`src/rtl/serial_adder.sv`:
```
// serial_adder: bit-serial WIDTH-bit adder, one sum bit per clock, LSB first.
//
// A start request in IDLE or DONE loads both operands, after which the adder spends WIDTH
// cycles in RUN. Each RUN cycle pushes the low bit of each operand through a chained pair of
// half adders plus a carry flop. The cycle after the last bit, the design sits in DONE for
// exactly one cycle, with done_o high and the new sum_o/carry_out_o visible.
//
// Ports
//   clk_i        rising-edge clock
//   rst_ni       synchronous active-low reset, sampled on the rising clock edge
//   start_i      request to add a_i + b_i; honoured only when busy_o is low
//   a_i, b_i     operands, sampled on the accepting edge only
//   busy_o       high while the addition is in progress (RUN)
//   done_o       one-cycle pulse: sum_o/carry_out_o were just updated
//   sum_o        registered result, (a + b) mod 2^WIDTH
//   carry_out_o  registered carry out of bit WIDTH-1

module serial_adder #(
    parameter int unsigned WIDTH = 8
) (
    input  logic             clk_i,
    input  logic             rst_ni,
    input  logic             start_i,
    input  logic [WIDTH-1:0] a_i,
    input  logic [WIDTH-1:0] b_i,
    output logic             busy_o,
    output logic             done_o,
    output logic [WIDTH-1:0] sum_o,
    output logic             carry_out_o
);

    localparam int unsigned        CntW    = $clog2(WIDTH + 1);
    localparam logic [CntW-1:0]    CntLast = CntW'(WIDTH - 1);

    typedef enum logic [1:0] {
        StIdle,
        StRun,
        StDone
    } state_e;

    state_e state_q, state_d;

    // Operand A doubles as the partial-sum shift register: each sum bit enters the MSB that
    // the right shift just vacated, so after WIDTH shifts it holds the complete sum.
    logic [WIDTH-1:0] sh_a_q, sh_a_d;
    logic [WIDTH-1:0] sh_b_q, sh_b_d;
    logic [CntW-1:0]  cnt_q, cnt_d;
    logic             c_q, c_d;
    logic [WIDTH-1:0] sum_q, sum_d;
    logic             carry_q, carry_d;

    logic accept;
    logic last_bit;

    // Bit-slice datapath: two chained half adders plus an OR form the full adder.
    logic ha0_s, ha0_c;
    logic ha1_s, ha1_c;
    logic bit_sum, bit_carry;
    logic [WIDTH-1:0] sh_a_next;

    assign ha0_s     = sh_a_q[0] ^ sh_b_q[0];
    assign ha0_c     = sh_a_q[0] & sh_b_q[0];
    assign ha1_s     = ha0_s ^ c_q;
    assign ha1_c     = ha0_s & c_q;
    assign bit_sum   = ha1_s;
    assign bit_carry = ha0_c | ha1_c;

    if (WIDTH > 1) begin : g_wide
        assign sh_a_next = {bit_sum, sh_a_q[WIDTH-1:1]};
    end else begin : g_single
        assign sh_a_next = bit_sum;
    end

    // Operands are only taken when not busy; a start seen in DONE chains straight into RUN.
    assign accept   = start_i && (state_q != StRun);
    assign last_bit = (state_q == StRun) && (cnt_q == CntLast);

    // State and datapath registers.
    always_ff @(posedge clk_i) begin
        if (!rst_ni) begin
            state_q <= StIdle;
            sh_a_q  <= '0;
            sh_b_q  <= '0;
            cnt_q   <= '0;
            c_q     <= 1'b0;
            sum_q   <= '0;
            carry_q <= 1'b0;
        end else begin
            state_q <= state_d;
            sh_a_q  <= sh_a_d;
            sh_b_q  <= sh_b_d;
            cnt_q   <= cnt_d;
            c_q     <= c_d;
            sum_q   <= sum_d;
            carry_q <= carry_d;
        end
    end

    // Next-state logic.
    always_comb begin
        state_d = state_q;
        unique case (state_q)
            StIdle: if (start_i) state_d = StRun;
            StRun:  if (last_bit) state_d = StDone;
            StDone: state_d = start_i ? StRun : StIdle;
            default: state_d = StIdle;
        endcase
    end

    // Datapath next values. The result registers move only on the final RUN edge.
    always_comb begin
        sh_a_d  = sh_a_q;
        sh_b_d  = sh_b_q;
        cnt_d   = cnt_q;
        c_d     = c_q;
        sum_d   = sum_q;
        carry_d = carry_q;
        if (accept) begin
            sh_a_d = a_i;
            sh_b_d = b_i;
            cnt_d  = '0;
            c_d    = 1'b0;
        end else if (state_q == StRun) begin
            sh_a_d = sh_a_next;
            sh_b_d = sh_b_q >> 1;
            cnt_d  = cnt_q + CntW'(1);
            c_d    = bit_carry;
            if (last_bit) begin
                sum_d   = sh_a_next;
                carry_d = bit_carry;
            end
        end
    end

    // Outputs decode straight from registered state.
    always_comb begin
        busy_o      = (state_q == StRun);
        done_o      = (state_q == StDone);
        sum_o       = sum_q;
        carry_out_o = carry_q;
    end

endmodule

```
`config.mk`:
```
export PLATFORM = sky130hd
export DESIGN_NAME = serial_adder
export DESIGN_NICKNAME = d
export VERILOG_FILES = /design/src/rtl/serial_adder.sv
export SDC_FILE = /design/constraint.sdc
export NUM_CORES = 1
export LEC_CHECK = 0
export CAP_MARGIN = 25
export CORE_ASPECT_RATIO = 0.9
export CORE_UTILIZATION = 52
export CTS_BUF_LIST = sky130_fd_sc_hd__clkbuf_8
export DETAILED_ROUTE_END_ITERATION = 8
export PLACE_DENSITY = 0.92
export SKIP_LAST_GASP = 1
export SYNTH_ARGS = -nofsm -noshare
export SYNTH_HDL_FRONTEND = slang
export SYNTH_SLANG_ARGS = --single-unit
```
`constraint.sdc`:
```
create_clock -name clk_i -period 1.5 [get_ports clk_i]
set_input_delay 0.3 -clock clk_i [delete_from_list [all_inputs] [get_ports clk_i]]
set_output_delay 0.3 -clock clk_i [all_outputs]
set_load 0.02 [all_outputs]
```
-- Yosys cells after proc, flatten, opt, wreduce, memory -nomap -nowiden
Index checks and enable logic that the tools add are counted.
- register bits after elaboration: 32
- input bits: 19
- output and inout bits: 11
- word-level logic and storage cells: 36
- add/sub/neg operators: 1
- equal/unequal tests: 6
- muxes and demuxes: 8
- bitwise operators: 7
- reductions and logical operators: 7
- operators with widths (cell ; number):
    $mux W8 ; 4
    $pmux W2 S3 ; 1
    $add A4 B1 Y4 const B ; 1
    $eq A4 B3 Y1 const B ; 1
    $mux W2 ; 2
    $ne A2 B1 Y1 const B ; 2
    $reduce_and A3 Y1 ; 1
    $and A1 B1 Y1 ; 2
    $eq A2 B1 Y1 const B ; 1
    $eq A2 B2 Y1 const B ; 1
    $logic_and A1 B1 Y1 ; 2
    $logic_not A2 Y1 ; 1
    $ne A2 B2 Y1 const B ; 1
    $not A1 Y1 ; 2
    $reduce_and A2 Y1 ; 1
    $reduce_bool A2 Y1 ; 1
    $reduce_or A2 Y1 ; 1
    $xor A1 B1 Y1 ; 2
    $mux W1 ; 1
    $or A1 B1 Y1 ; 1

-- Longest topological paths before layout
- depth in word-level cells: 4
- mapped depth: 5
- mapped depth without buffers: 4

-- Worst setup path after synthesis
OpenSTA, ideal clock, no wires.
- path type: flip-flop to flip-flop
- from: reg cnt_q[0]
- to: reg carry_q (netlist: carry_out_o)
- arrival: 1.127 ns
- data required time: 1.428 ns
- path slack: 0.301 ns
- stages on the path, launching flop included: 5
- buffers on the path: 0
- path through: dfxtp_1 ha_1 nand3b_1 nor2_4 mux2i_1
- cells in the longest elaborated chain, start to end: 3
- ends and longest elaborated chain (what ; line ; RTL):
    start, declared ; 47 ; logic [CntW-1:0] cnt_q, cnt_d;
    start signal, assigned ; 92 ; cnt_q <= cnt_d;
    $eq A4 B3 Y1 ; 76 ; assign last_bit = (state_q == StRun) && (cnt_q == CntLast);
    $logic_and A1 B1 Y1 ; 76 ;
    $reduce_and A3 Y1 (no line) ; n/a ;
    end signal, assigned ; 95 ; carry_q <= carry_d;
    end, declared ; 50 ; logic carry_q, carry_d;
Every way passes these cells.
A chain may end at the register's enable or synchronous reset.

-- Final worst setup path
- from: reg state_q[0]
- to: out done_o
- cells in the longest elaborated chain, start to end: 1
- ends and longest elaborated chain (what ; line ; RTL):
    start, declared ; 41 ; state_e state_q, state_d;
    start signal, assigned ; 81 ; state_q <= StIdle;
    start signal, assigned ; 89 ; state_q <= state_d;
    $eq A2 B2 Y1 ; 138 ; done_o = (state_q == StDone);
    end, declared ; 27 ; output logic done_o,
Every way passes these cells.

==> flow_summary.json <==
{
  "die_y_um": 51.18,
  "timing_worst_slew_pin_value_ps": 225.8,
  "initial_drt_markers": 21,
  "ys_warn_count": 0,
  "global_route_wire_length_before_repair_um": 5106,
  "groute.layer.met3.usage": 0.07595,
  "vias_in_the_first_global_route": 1204,
  "yosysSeqAreaShare": 0.4584,
  "synth-main-ff-cell": "sky130_fd_sc_hd__dfxtp_1",
  "grt_use_met1": 0.2572,
  "globalRouteOverflowTotal": 0,
  "remaining_drc_errors": 0,
  "htree_levels": 2,
  "final_design_area_no_fill_um2": 1832,
  "total_power_mw": 1.864,
  "postSynth.asyncResetShare": 0,
  "critical_path_endpoint_category": "output port",
  "synth_xor_xnor_area_share": 0,
  "muxShareOfSynthArea": 0.1871,
  "finalHoldViolations": 0,
  "clock.fmax_mhz": 701.3,
  "finalSetupViolations": 0,
  "floorplan.rows": 17,
  "worstRegToRegCells": 5,
  "drive_gt1_frac": 0.1209,
  "post_synth_num_cell_types": 25,
  "power.density_cell_area_nw_per_um2": 1018,
  "floorplan.io_pins": 30,
  "antenna_cells_inserted": 0,
  "critPathArrivalTime_ps": 1130,
  "cp-startpoint": "state_q[0]",
  "met2_demand_to_capacity_share_in_global_routing": 0.4157,
  "slew_viol_final": 0,
  "crit_end": "done_o",
  "holdCritPathClass": "flip-flop to flip-flop",
  "synth_nets": 166,
  "drt_wl_total_um": 2985,
  "cts.clk_slew.worst_paths_ps": 70,
  "synth.ff_latch_count": 32,
  "criticalPathCategory": "flip-flop to output port",
  "cts-hold-fix-buffers": 0,
  "dominant_cells_by_area_after_synthesis": "sky130_fd_sc_hd__dfxtp_1 (46%), sky130_fd_sc_hd__mux2i_1 (18%), sky130_fd_sc_hd__a211oi_1 (8.6%)",
  "port_buffers": 29,
  "largest_net_degree_at_the_start_of_global_routing": 21,
  "detailedPlacementHpwl_um": 2167,
  "ctsLongestPathBuffers": 2,
  "fin_crit_ps": 1426,
  "critical_path_peak_fanout": 3,
  "drt-wirelength-per-cell_um": 14.21,
  "drtPass1Iterations": 4,
  "vias": 1153,
  "post_drt_via_cell_ratio": 5.490,
  "synth.top_cell.area_share": 0.4584,
  "global_route.peak_usage_layer": "met2",
  "largest_family_of_logic_cells_by_synthesized_area": "multiplexers",
  "final_util": 0.7360,
  "worst_r2r_startpoint": "cnt_q[0]",
  "synthesis.area_per_instance_um2": 9.639,
  "synthTopCellsByCount": "sky130_fd_sc_hd__dfxtp_1 (32), sky130_fd_sc_hd__mux2i_1 (25), sky130_fd_sc_hd__nand2_1 (20)",
  "cts_made_buffers": 5,
  "clockRootBuffer": "sky130_fd_sc_hd__clkbuf_8",
  "mappedNetlistArea_um2": 1398,
  "regToRegSetupSlack_ps": 130,
  "synth_top_area_cell": "sky130_fd_sc_hd__dfxtp_1",
  "status": "complete, no violations",
  "critical_path.reg2reg.endpoint": "sum_o[2]",
  "ir_worst_vdd_mv": 1.057,
  "insertion_delay_ps": 290,
  "synth_most_common_cell": "sky130_fd_sc_hd__dfxtp_1",
  "die_width_um": 56.65,
  "worst_ep_required_time_ps": 1200,
  "post_synthesis_to_final_layout_area_growth_pct": 31.07,
  "p_leak_nw": 0.7772,
  "worst_slew_margin_rel": 0.8486,
  "synth-edff-count": 0,
  "rsz0062_at_grt": "false",
  "clock-skew-final_ps": 6.181,
  "post-route-period-util": 0.9506,
  "gp_routability_congestion": 0.6961,
  "die-area_um2": 2899,
  "initial_core_util": 0.5616,
  "adder_and_majority_gate_portion_of_the_synthesized_area": 0.02328,
  "whs_path_depth": 2,
  "synthSimpleGateAreaFrac": 0.1737,
  "antenna_found_initial": 0,
  "post_dp_area_um2": 1732,
  "max_cap_violations": 0,
  "tns_ps": 0,
  "fp.coreArea_um2": 2489,
  "worstSetupStartpointType": "flip-flop",
  "share_of_the_synthesized_area_in_compound_gates_ao_oa_aoi_oai": 0.1101,
  "cts_num_sinks": 32,
  "antenna_left": 0,
  "tritoncts": "yes",
  "nNetsFinal": 202,
  "post_synthesis_cell_count": 145,
  "groute.usage.overall": 0.2344
}
==> how the worst min path moves through the flow <==
stage / start / end / slack [ps]
after floorplan: sh_a_q[1] / sum_o[0] / 450
after global placement: sum_o[2] / sum_o[2] / 440
after detailed placement: sum_o[3] / sum_o[3] / 450
after CTS: sum_o[6] / sum_o[6] / 460
after global routing: sum_o[3] / sum_o[3] / 480
final: sum_o[6] / sum_o[6] / 460
==> critical path, stage by stage, from the launching register on <==
cell and delay (ps):
sky130_fd_sc_hd__dfxtp_2 360, sky130_fd_sc_hd__and2b_1 180, sky130_fd_sc_hd__dlygate4sd2_1 310
==> cell families after synthesis <==
group / after synthesis
adder cells (fa/ha/maj): 2
multiplexers: 26
buffers and inverters: 12
AO/OA/AOI/OAI: 22
flip-flops: 32
AND/OR/NAND/NOR: 51
==> sequential cells by signal (all words and copies together) (netlist names) <==
signal       flops
state_q          2
sum_o            8
sh_a_q           8
cnt_q            4
c_q              1
sh_b_q           8
carry_out_o      1
==> what timing repair did <==
item | CTS | global route
gates resized for setup | 11 | 1
setup buffers | 0 | 1
pin swaps | 0 | 1
endpoints found under the setup margin | 11 | 8
==> power by group <==
| group | leakage, nW | switching (mW) | internal, mW |
|---|---|---|---|
| clock | 0.0510 | 0.321 | 0.366 |
| sequential | 0.262 | 0.0343 | 0.897 |
| combinational | 0.464 | 0.118 | 0.128 |
==> cell usage in the layout, fill, tap and decap left out, types with 2 or more instances in the layout <==
cell type,count
sky130_fd_sc_hd__a211oi_1,16
sky130_fd_sc_hd__clkbuf_8,6
sky130_fd_sc_hd__nor2_1,17
sky130_fd_sc_hd__buf_4,9
sky130_fd_sc_hd__and2b_1,2
sky130_fd_sc_hd__mux2i_1,25
sky130_fd_sc_hd__nand2_1,20
sky130_fd_sc_hd__nand3_1,2
sky130_fd_sc_hd__nor3_1,2
sky130_fd_sc_hd__nand3b_1,4
sky130_fd_sc_hd__clkdlybuf4s50_1,18
sky130_fd_sc_hd__clkinv_2,2
sky130_fd_sc_hd__dlygate4sd2_1,11
sky130_fd_sc_hd__a21oi_1,4
sky130_fd_sc_hd__dfxtp_1,31
==> layer usage <==
metal / wire length [µm] / part of all wire
met1: 1337 / 0.45
met5: 0 / 0
met4: 47 / 0.016
met2: 1445 / 0.48
met3: 155 / 0.052
==> cell type report <==
| type | instances | area [µm²] |
|---|---|---|
| clock buffers | 6 | 82.58 |
| clock inverters | 2 | 10.01 |
| fillers | 178 | 656.9 |
| inverters | 2 | 7.507 |
| multi-input cells | 101 | 690.7 |
| flip-flops and latches | 32 | 641.9 |
| well taps | 28 | 35.03 |
| repair buffers | 39 | 364.1 |
==> metrics by stage <==
stage,cells,worst slack (ps),hold WS (ps)
after global placement,201,64.43,440.6
after CTS,209,9.406,463.6
after floorplan,145,301.3,450.8
after global routing,210,16.07,475.2
final,210,74.17,458.2
after detailed placement,201,13.90,448.4
Note: power is estimated with default switching activity, not from simulation.
